<file path="config.mk">
export PLATFORM = sky130hd
export DESIGN_NAME = song_recorder
export DESIGN_NICKNAME = d
export VERILOG_FILES = /design/src/rtl/song_recorder.sv
export SDC_FILE = /design/constraint.sdc
export NUM_CORES = 2
export LEC_CHECK = 0
export ABC_CLOCK_PERIOD_IN_PS = 26600
export CELL_PAD_IN_SITES_DETAIL_PLACEMENT = 1
export CELL_PAD_IN_SITES_GLOBAL_PLACEMENT = 1
export CORE_MARGIN = 2
export CORE_UTILIZATION = 49
export CTS_CLUSTER_DIAMETER = 200
export DETAILED_ROUTE_END_ITERATION = 16
export GPL_TIMING_DRIVEN = 0
export PLACE_DENSITY_LB_ADDON = 0.1
export SYNTH_ARGS = -nofsm -noshare
export SYNTH_HDL_FRONTEND = slang
export SYNTH_SLANG_ARGS = --single-unit
</file>
<file path="constraint.sdc">
create_clock -name clk -period 26.6 [get_ports clk]
set_clock_uncertainty 0.05 [all_clocks]
set_input_delay 5.32 -clock clk [delete_from_list [all_inputs] [get_ports clk]]
set_output_delay 5.32 -clock clk [all_outputs]
set_load 0.005 [all_outputs]
</file>
<file path="src/rtl/song_recorder.sv">
// Note-lane writer: records key presses one slot per beat into three lanes,
// then plays them back as left-shifting windows whose MSB is the hit slot.
module song_recorder #(
   parameter int SONG_LEN = 100,
   parameter int WINDOW   = 26,
   parameter int LEN_W    = 7
) (
   input  logic              clk,
   input  logic              reset,
   input  logic              beat_tick,
   input  logic [2:0]        keys,
   input  logic              record_start,
   input  logic              record_stop,
   input  logic              play_start,
   output logic [WINDOW-1:0] out_red,
   output logic [WINDOW-1:0] out_yellow,
   output logic [WINDOW-1:0] out_blue,
   output logic [LEN_W-1:0]  song_len,
   output logic              recording,
   output logic              playing,
   output logic              done_pulse
);

   typedef enum logic [1:0] {S_IDLE, S_REC, S_DONE, S_PLAY} state_t;

   localparam logic [LEN_W-1:0]    LEN_MAX  = LEN_W'(SONG_LEN);
   localparam logic [SONG_LEN-1:0] TOP_SLOT = {1'b1, {(SONG_LEN-1){1'b0}}};

   state_t              state_q, state_d;
   logic [SONG_LEN-1:0] lane_r_q, lane_r_d, lane_y_q, lane_y_d, lane_b_q, lane_b_d;
   logic [SONG_LEN-1:0] sh_r_q, sh_r_d, sh_y_q, sh_y_d, sh_b_q, sh_b_d;
   logic [2:0]          keys_q, pend_q, pend_d;
   logic [LEN_W-1:0]    wr_ptr_q, wr_ptr_d, play_cnt_q, play_cnt_d, len_q, len_d;
   logic                done_q, done_d;

   logic [2:0]          key_edge, cap;
   logic [SONG_LEN-1:0] slot_mask;
   logic [LEN_W-1:0]    wr_next, play_next;

   // A press coinciding with the beat still lands in the current slot.
   assign key_edge  = keys & ~keys_q;
   assign cap       = pend_q | key_edge;
   assign slot_mask = TOP_SLOT >> wr_ptr_q;
   assign wr_next   = wr_ptr_q + LEN_W'(1);
   assign play_next = play_cnt_q + LEN_W'(1);

   always_ff @(posedge clk or posedge reset) begin
      if (reset) begin
         state_q    <= S_IDLE;
         lane_r_q   <= '0;
         lane_y_q   <= '0;
         lane_b_q   <= '0;
         sh_r_q     <= '0;
         sh_y_q     <= '0;
         sh_b_q     <= '0;
         keys_q     <= '0;
         pend_q     <= '0;
         wr_ptr_q   <= '0;
         play_cnt_q <= '0;
         len_q      <= '0;
         done_q     <= 1'b0;
      end else begin
         state_q    <= state_d;
         lane_r_q   <= lane_r_d;
         lane_y_q   <= lane_y_d;
         lane_b_q   <= lane_b_d;
         sh_r_q     <= sh_r_d;
         sh_y_q     <= sh_y_d;
         sh_b_q     <= sh_b_d;
         keys_q     <= keys;
         pend_q     <= pend_d;
         wr_ptr_q   <= wr_ptr_d;
         play_cnt_q <= play_cnt_d;
         len_q      <= len_d;
         done_q     <= done_d;
      end
   end

   always_comb begin
      state_d    = state_q;
      lane_r_d   = lane_r_q;
      lane_y_d   = lane_y_q;
      lane_b_d   = lane_b_q;
      sh_r_d     = sh_r_q;
      sh_y_d     = sh_y_q;
      sh_b_d     = sh_b_q;
      pend_d     = pend_q;
      wr_ptr_d   = wr_ptr_q;
      play_cnt_d = play_cnt_q;
      len_d      = len_q;
      done_d     = 1'b0;

      case (state_q)
         S_IDLE: begin
            if (record_start) begin
               state_d  = S_REC;
               lane_r_d = '0;
               lane_y_d = '0;
               lane_b_d = '0;
               wr_ptr_d = '0;
               pend_d   = '0;
            end
         end

         S_REC: begin
            if (beat_tick) begin
               lane_r_d = (lane_r_q & ~slot_mask) | (slot_mask & {SONG_LEN{cap[2]}});
               lane_y_d = (lane_y_q & ~slot_mask) | (slot_mask & {SONG_LEN{cap[1]}});
               lane_b_d = (lane_b_q & ~slot_mask) | (slot_mask & {SONG_LEN{cap[0]}});
               pend_d   = '0;
               wr_ptr_d = wr_next;
               if (wr_next == LEN_MAX || record_stop) begin
                  len_d   = wr_next;
                  state_d = S_DONE;
                  done_d  = 1'b1;
               end
            end else if (record_stop) begin
               len_d   = wr_ptr_q;
               pend_d  = '0;
               state_d = S_DONE;
               done_d  = 1'b1;
            end else begin
               pend_d = cap;
            end
         end

         S_DONE: begin
            if (record_start) begin
               state_d  = S_REC;
               lane_r_d = '0;
               lane_y_d = '0;
               lane_b_d = '0;
               wr_ptr_d = '0;
               pend_d   = '0;
            end else if (play_start && len_q != '0) begin
               state_d    = S_PLAY;
               sh_r_d     = lane_r_q;
               sh_y_d     = lane_y_q;
               sh_b_d     = lane_b_q;
               play_cnt_d = '0;
            end
         end

         S_PLAY: begin
            // Shift copies are zeroed on every exit so the windows read 0 outside PLAY.
            if (record_stop) begin
               state_d = S_DONE;
               sh_r_d  = '0;
               sh_y_d  = '0;
               sh_b_d  = '0;
            end else if (beat_tick) begin
               sh_r_d     = sh_r_q << 1;
               sh_y_d     = sh_y_q << 1;
               sh_b_d     = sh_b_q << 1;
               play_cnt_d = play_next;
               if (play_next == len_q) begin
                  state_d = S_DONE;
                  done_d  = 1'b1;
                  sh_r_d  = '0;
                  sh_y_d  = '0;
                  sh_b_d  = '0;
               end
            end
         end

         default: state_d = S_IDLE;
      endcase
   end

   assign out_red    = sh_r_q[SONG_LEN-1 -: WINDOW];
   assign out_yellow = sh_y_q[SONG_LEN-1 -: WINDOW];
   assign out_blue   = sh_b_q[SONG_LEN-1 -: WINDOW];
   assign song_len   = len_q;
   assign recording  = (state_q == S_REC);
   assign playing    = (state_q == S_PLAY);
   assign done_pulse = done_q;

endmodule

</file>
* After elaboration in Yosys (flattened, before gate mapping)
Index checks and enable logic that the tools add are counted.
Word-level totals: logic and storage cells 118, flip-flop bits (word level) 630, output and inout bits 88, input port bits 9
Operators by class: reduce and logical (&&, ||, !) cells 14, bitwise operators 13, add/subtract/negate cells 2, shift-type cells 1, equal/unequal tests 18, mux-type cells 57
Operator list (count):
- 2-to-1 mux 100 bit | 19
- case mux 100 bit (2 select lines) | 6
- AND 100 bit | 6
- OR 100 bit | 3
- inverter 100 bit | 1
- >> shifter 100 x 7 -> 100 bit (first input constant) | 1
- 2-to-1 mux 7 bit | 9
- case mux 7 bit (2 select lines) | 2
- 2-to-1 mux 2 bit | 9
- adder 7 x 1 -> 7 bit (second input constant) | 2
- inequality test 2 bit (second input constant) | 6
- 2-to-1 mux 3 bit | 3
- inequality test 3 bit (second input constant) | 3
- case mux 2 bit (4 select lines) | 1
- == test 7 bit | 1
- == test 7 bit (second input constant) | 1
- nonzero test 7 bit | 1
- 2-to-1 mux 1 bit | 6
- inequality test 3 x 2 -> 1 bit (second input constant) | 2
- case mux 3 bit (2 select lines) | 1
- AND reduction 3 bit | 2
- AND reduction 6 bit | 1
- nonzero test 2 bit | 3
- AND reduction 5 bit | 1
- 13 further kinds | 15

* Depth between registers and ports, before layout
word-level depth 7, depth in mapped cells 9, gate-level depth less buffers 7

* Worst setup path after synthesis
OpenSTA, ideal clock, no wires.
path kind input to register, start in beat_tick, end reg lane_y_q[12], data required time 26414 ps, slack 19510 ps, buffers on the path 2, stages 7, data arrival time 6904 ps, path through nand3b_1 -> clkbuf_1 -> clkbuf_1 -> a211oi_1 -> nand2_1 -> nor2_1 -> nor3_1
Between the ends: longest elaborated chain between the ends 2
RTL lines:
- start: declaration | RTL line 10 | input logic beat_tick,
- inequality test 2 bit (no line)
- AND reduction 3 bit (no line)
- end signal: assignment | RTL line 65 | lane_y_q <= lane_y_d;
- end: declaration | RTL line 30 | logic [SONG_LEN-1:0] lane_r_q, lane_r_d, lane_y_q, lane_y_d, lane_b_q, lane_b_d;
No other way between the ends. A chain may end at the register's enable or synchronous reset.

* Final worst setup path
start in record_start, end reg sh_b_q[89]
Between the ends: longest elaborated chain between the ends 2
RTL lines:
- start: declaration | RTL line 12 | input logic record_start,
- inequality test 2 bit (no line)
- AND reduction 4 bit (no line)
- end signal: assignment | RTL line 55 | sh_b_q <= '0;
- end signal: assignment | RTL line 69 | sh_b_q <= sh_b_d;
- end: declaration | RTL line 31 | logic [SONG_LEN-1:0] sh_r_q, sh_r_d, sh_y_q, sh_y_d, sh_b_q, sh_b_d;
No other way between the ends.

==> impl_metrics.env <==
export IMPL_dp_hpwl_mm=76.64
export IMPL_whs_endpoint="sh_b_q[37]"
export IMPL_crit_chain="clkdlybuf4s50_1 -> a2111oi_0 -> clkbuf_1 -> clkbuf_1 -> clkbuf_1 -> and3_1 -> a21oi_1 -> o21ai_0"
export IMPL_synth_edf_count=0
export IMPL_hp_class="flop to flop"
export IMPL_cts_resized=0
export IMPL_cp_common_cell="clkbuf_1"
export IMPL_p_per_area_nw_per_um2=90.96
export IMPL_min_delay_start="sh_b_q[37]"
export IMPL_stdcell_area_um2=35120
export IMPL_insertion_delay_ps=620
export IMPL_dieArea_um2=64340
export IMPL_vias=26512
export IMPL_syn2layout_area_growth_pct=15.02
export IMPL_wl_per_cell_um=26.19
export IMPL_ir_drop_v=0.00006734
export IMPL_async_flop_share=1.000
export IMPL_clock_sinks=630
export IMPL_rsz0062_at_grt="no"
export IMPL_p_total_mw=3.195
export IMPL_cp_num_buf_inv=4
export IMPL_drive_gt1_frac=0.1362
export IMPL_grt_max_degree=134
export IMPL_crit_type="primary input to flop"
export IMPL_end_kind="flop"
export IMPL_antenna_left=0
export IMPL_clkTransAtPathRegs_ps=60
export IMPL_overflow=0
export IMPL_min_path_cells=2
export IMPL_cts_tree="done"
export IMPL_finalCriticalPeriod_ps=9365
export IMPL_io_buffers=96
export IMPL_ios=97
export IMPL_clock_path_buffers=3
export IMPL_grt_pass1_vias=27552
export IMPL_finalCritPeriodShare=0.3521
export IMPL_drc=0
export IMPL_max_stage_delay_ps=1060
export IMPL_reg2regPathDepth=8
export IMPL_ys_warnings_count=0
export IMPL_ctsHoldBuffers=0
export IMPL_maxSlewHeadroom=-0.03779
export IMPL_arrival_ps=9850
export IMPL_placementRows=91
export IMPL_fmax_ghz=0.1068
export IMPL_htreeDepth=3
export IMPL_pwr_share_clk=0.321
export IMPL_leakagePower_nw=15.99
export IMPL_r2r_end="sh_b_q[89]"
export IMPL_cts_setup_buffers=0
export IMPL_setup_viol=0
export IMPL_violations="max-capacitance violations, max-slew violations"
export IMPL_avgSynthCellArea_um2=9.766
export IMPL_regToRegStartpoint="song_len[0]"
export IMPL_layout_commonest_cell="dfrtp_1"
export IMPL_core_um2=61710
export IMPL_syn_inst=3127
export IMPL_die_w_um=253.6
export IMPL_power_switching_mw=1.330
export IMPL_start_util=0.4949
export IMPL_fin_tns_setup_ps=0
export IMPL_drt_iter0_drc=2589
export IMPL_power_frac_seq=0.312
export IMPL_hold_viol_final=0
export IMPL_swShare=0.4162
export IMPL_synth_ff_latch_count=630
export IMPL_worstMarginPinSlew_ps=1557
export IMPL_clock_tree_root_cell="clkbuf_16"
export IMPL_grt_pass1_wl_mm=168.1
export IMPL_cts_buffers=71
export IMPL_path_delay_family="buffers and inverters"
export IMPL_crit_required_ps=27080
export IMPL_fp_dieH_um=253.6
export IMPL_finalMaxSlewViolations=11
export IMPL_crit_path_max_fanout=10
export IMPL_synth_area_um2=30540
export IMPL_placed_area_um2=32710
export IMPL_place_congestion=0.9241
export IMPL_layout_common_cells="dfrtp_1, a21oi_1, nand3_1"
export IMPL_internal_power_mw=1.865
export IMPL_synth_flop_cell="dfrtp_1"
export IMPL_track_usage=0.3442
export IMPL_startpoint_type="primary input"
export IMPL_crit_slowest_cell="clkbuf_1"
export IMPL_status="finished with violations"
export IMPL_r2r_slack_ps=22000
export IMPL_synth_cell_type_count=54
export IMPL_antenna_found_initial=8
export IMPL_nets=3318
export IMPL_vias_per_cell=6.320
export IMPL_synth_fp_nets=3143
export IMPL_combPwrFrac=0.366
export IMPL_synth_seq_area_share=0.5162
export IMPL_routed_wl_mm=109.9
export IMPL_firstDrtPassIters=5
export IMPL_cap_viol_max_count=2
## layout make-up
| type | count | area, um2 |
|---|---|---|
| fill | 6907 | 26590 |
| antenna | 3 | 7.507 |
| clock buffer | 102 | 2110 |
| sequential | 630 | 15770 |
| inverter | 14 | 60.06 |
| buffer | 403 | 2195 |
| clock inverter | 24 | 295.3 |
| timing repair buffer | 102 | 1114 |
| tap | 837 | 1047 |
| multi-input combinational | 2080 | 12530 |
## routing by layer
| metal | global-route usage | share of wire |
|---|---|---|
| met4 | 0.1699 | 0.053 |
| met1 | 0.4715 | 0.43 |
| met5 | 0 | 0.000082 |
| met2 | 0.5341 | 0.46 |
| met3 | 0.05480 | 0.058 |
## tightest hold or removal path: stages (launching register included)
cell and delay, ps:
dfrtp_1 340, a21oi_1 70, o21ai_2 40
## registers in the layout (all words and copies together) (netlist names), 2 cells and up
register and cells:
lane_b_q 100, lane_r_q 100, lane_y_q 100, sh_b_q 100, sh_r_q 100, sh_y_q 100
play_cnt_q 7, song_len 7, wr_ptr_q 7, keys_q 3, pend_q 3, state_q 2
## Yosys cell counts, drive strengths merged (7+ instances only)
cell type,count,area [um2]
a311oi,93,814.5
clkbuf,284,1077
inv,14,52.55
dfrtp,630,15770
a211oi,140,1051
buf,119,1115
a2111oi,9,141.4
ha,7,87.58
o21ai,318,2342
nor3,23,115.1
a21oi,422,2112
a21o,8,60.06
nand2,40,150.1
nand3,321,1607
and3,299,1871
mux2i,54,540.5
xnor2,10,87.58
nor2,261,979.7
nor2b,15,93.84
## stage by stage
step | util | setup WS, ps | hold slack [ps] | std cells
final | 0.5692 | 17230 | 438.3 | 4195
after global routing | 0.5691 | 17230 | 461.4 | 4193
after CTS | 0.5690 | 17450 | 438.6 | 4192
after detailed placement | 0.5301 | 16840 | 423.6 | 4066
after global placement | 0.5274 | -3636 | 409.2 | 4060
after floorplan | - | 3585 | 400.5 | 3127
## power by group through the flow
stage	Combinational, mW	Sequential, mW	Clock (mW)
CTS	1.15	0.996	1.04
global route	1.23	0.999	1.07
floorplan	0.733	1.01	0
global placement	1.10	1.01	0
finish	1.17	0.997	1.03
detailed placement	1.14	1.01	0
## how the worst max path moves through the flow
stage                       from         end  slack [ps]  cells after the start
CTS                 record_start  sh_b_q[89]       17450                      8
global placement           reset  sh_b_q[80]       -3640                      2
finish              record_start  sh_b_q[89]       17230                      8
detailed placement  record_start  sh_b_q[93]       16840                      8
global route        record_start  sh_b_q[93]       17230                      8
floorplan                  reset  done_pulse        3580                      1
## logic make-up (layout without fill, tap and decap cells)
| group | count (synthesis) | after routing | share of synthesized area |
|---|---|---|---|
| AOI/OAI and AO/OA | 1016 | 1016 | 0.2201 |
| xor gates and xnor gates | 14 | 14 | 0.004015 |
| adders and majority gates | 7 | 7 | 0.002868 |
| buffers and inverters | 417 | 645 | 0.07350 |
| DFF | 630 | 630 | 0.5162 |
| muxes | 60 | 60 | 0.01991 |
| other | 0 | 3 | 0 |
| and+or+nand+nor | 983 | 983 | 0.1634 |
Note: power is estimated with default switching activity, not from simulation.
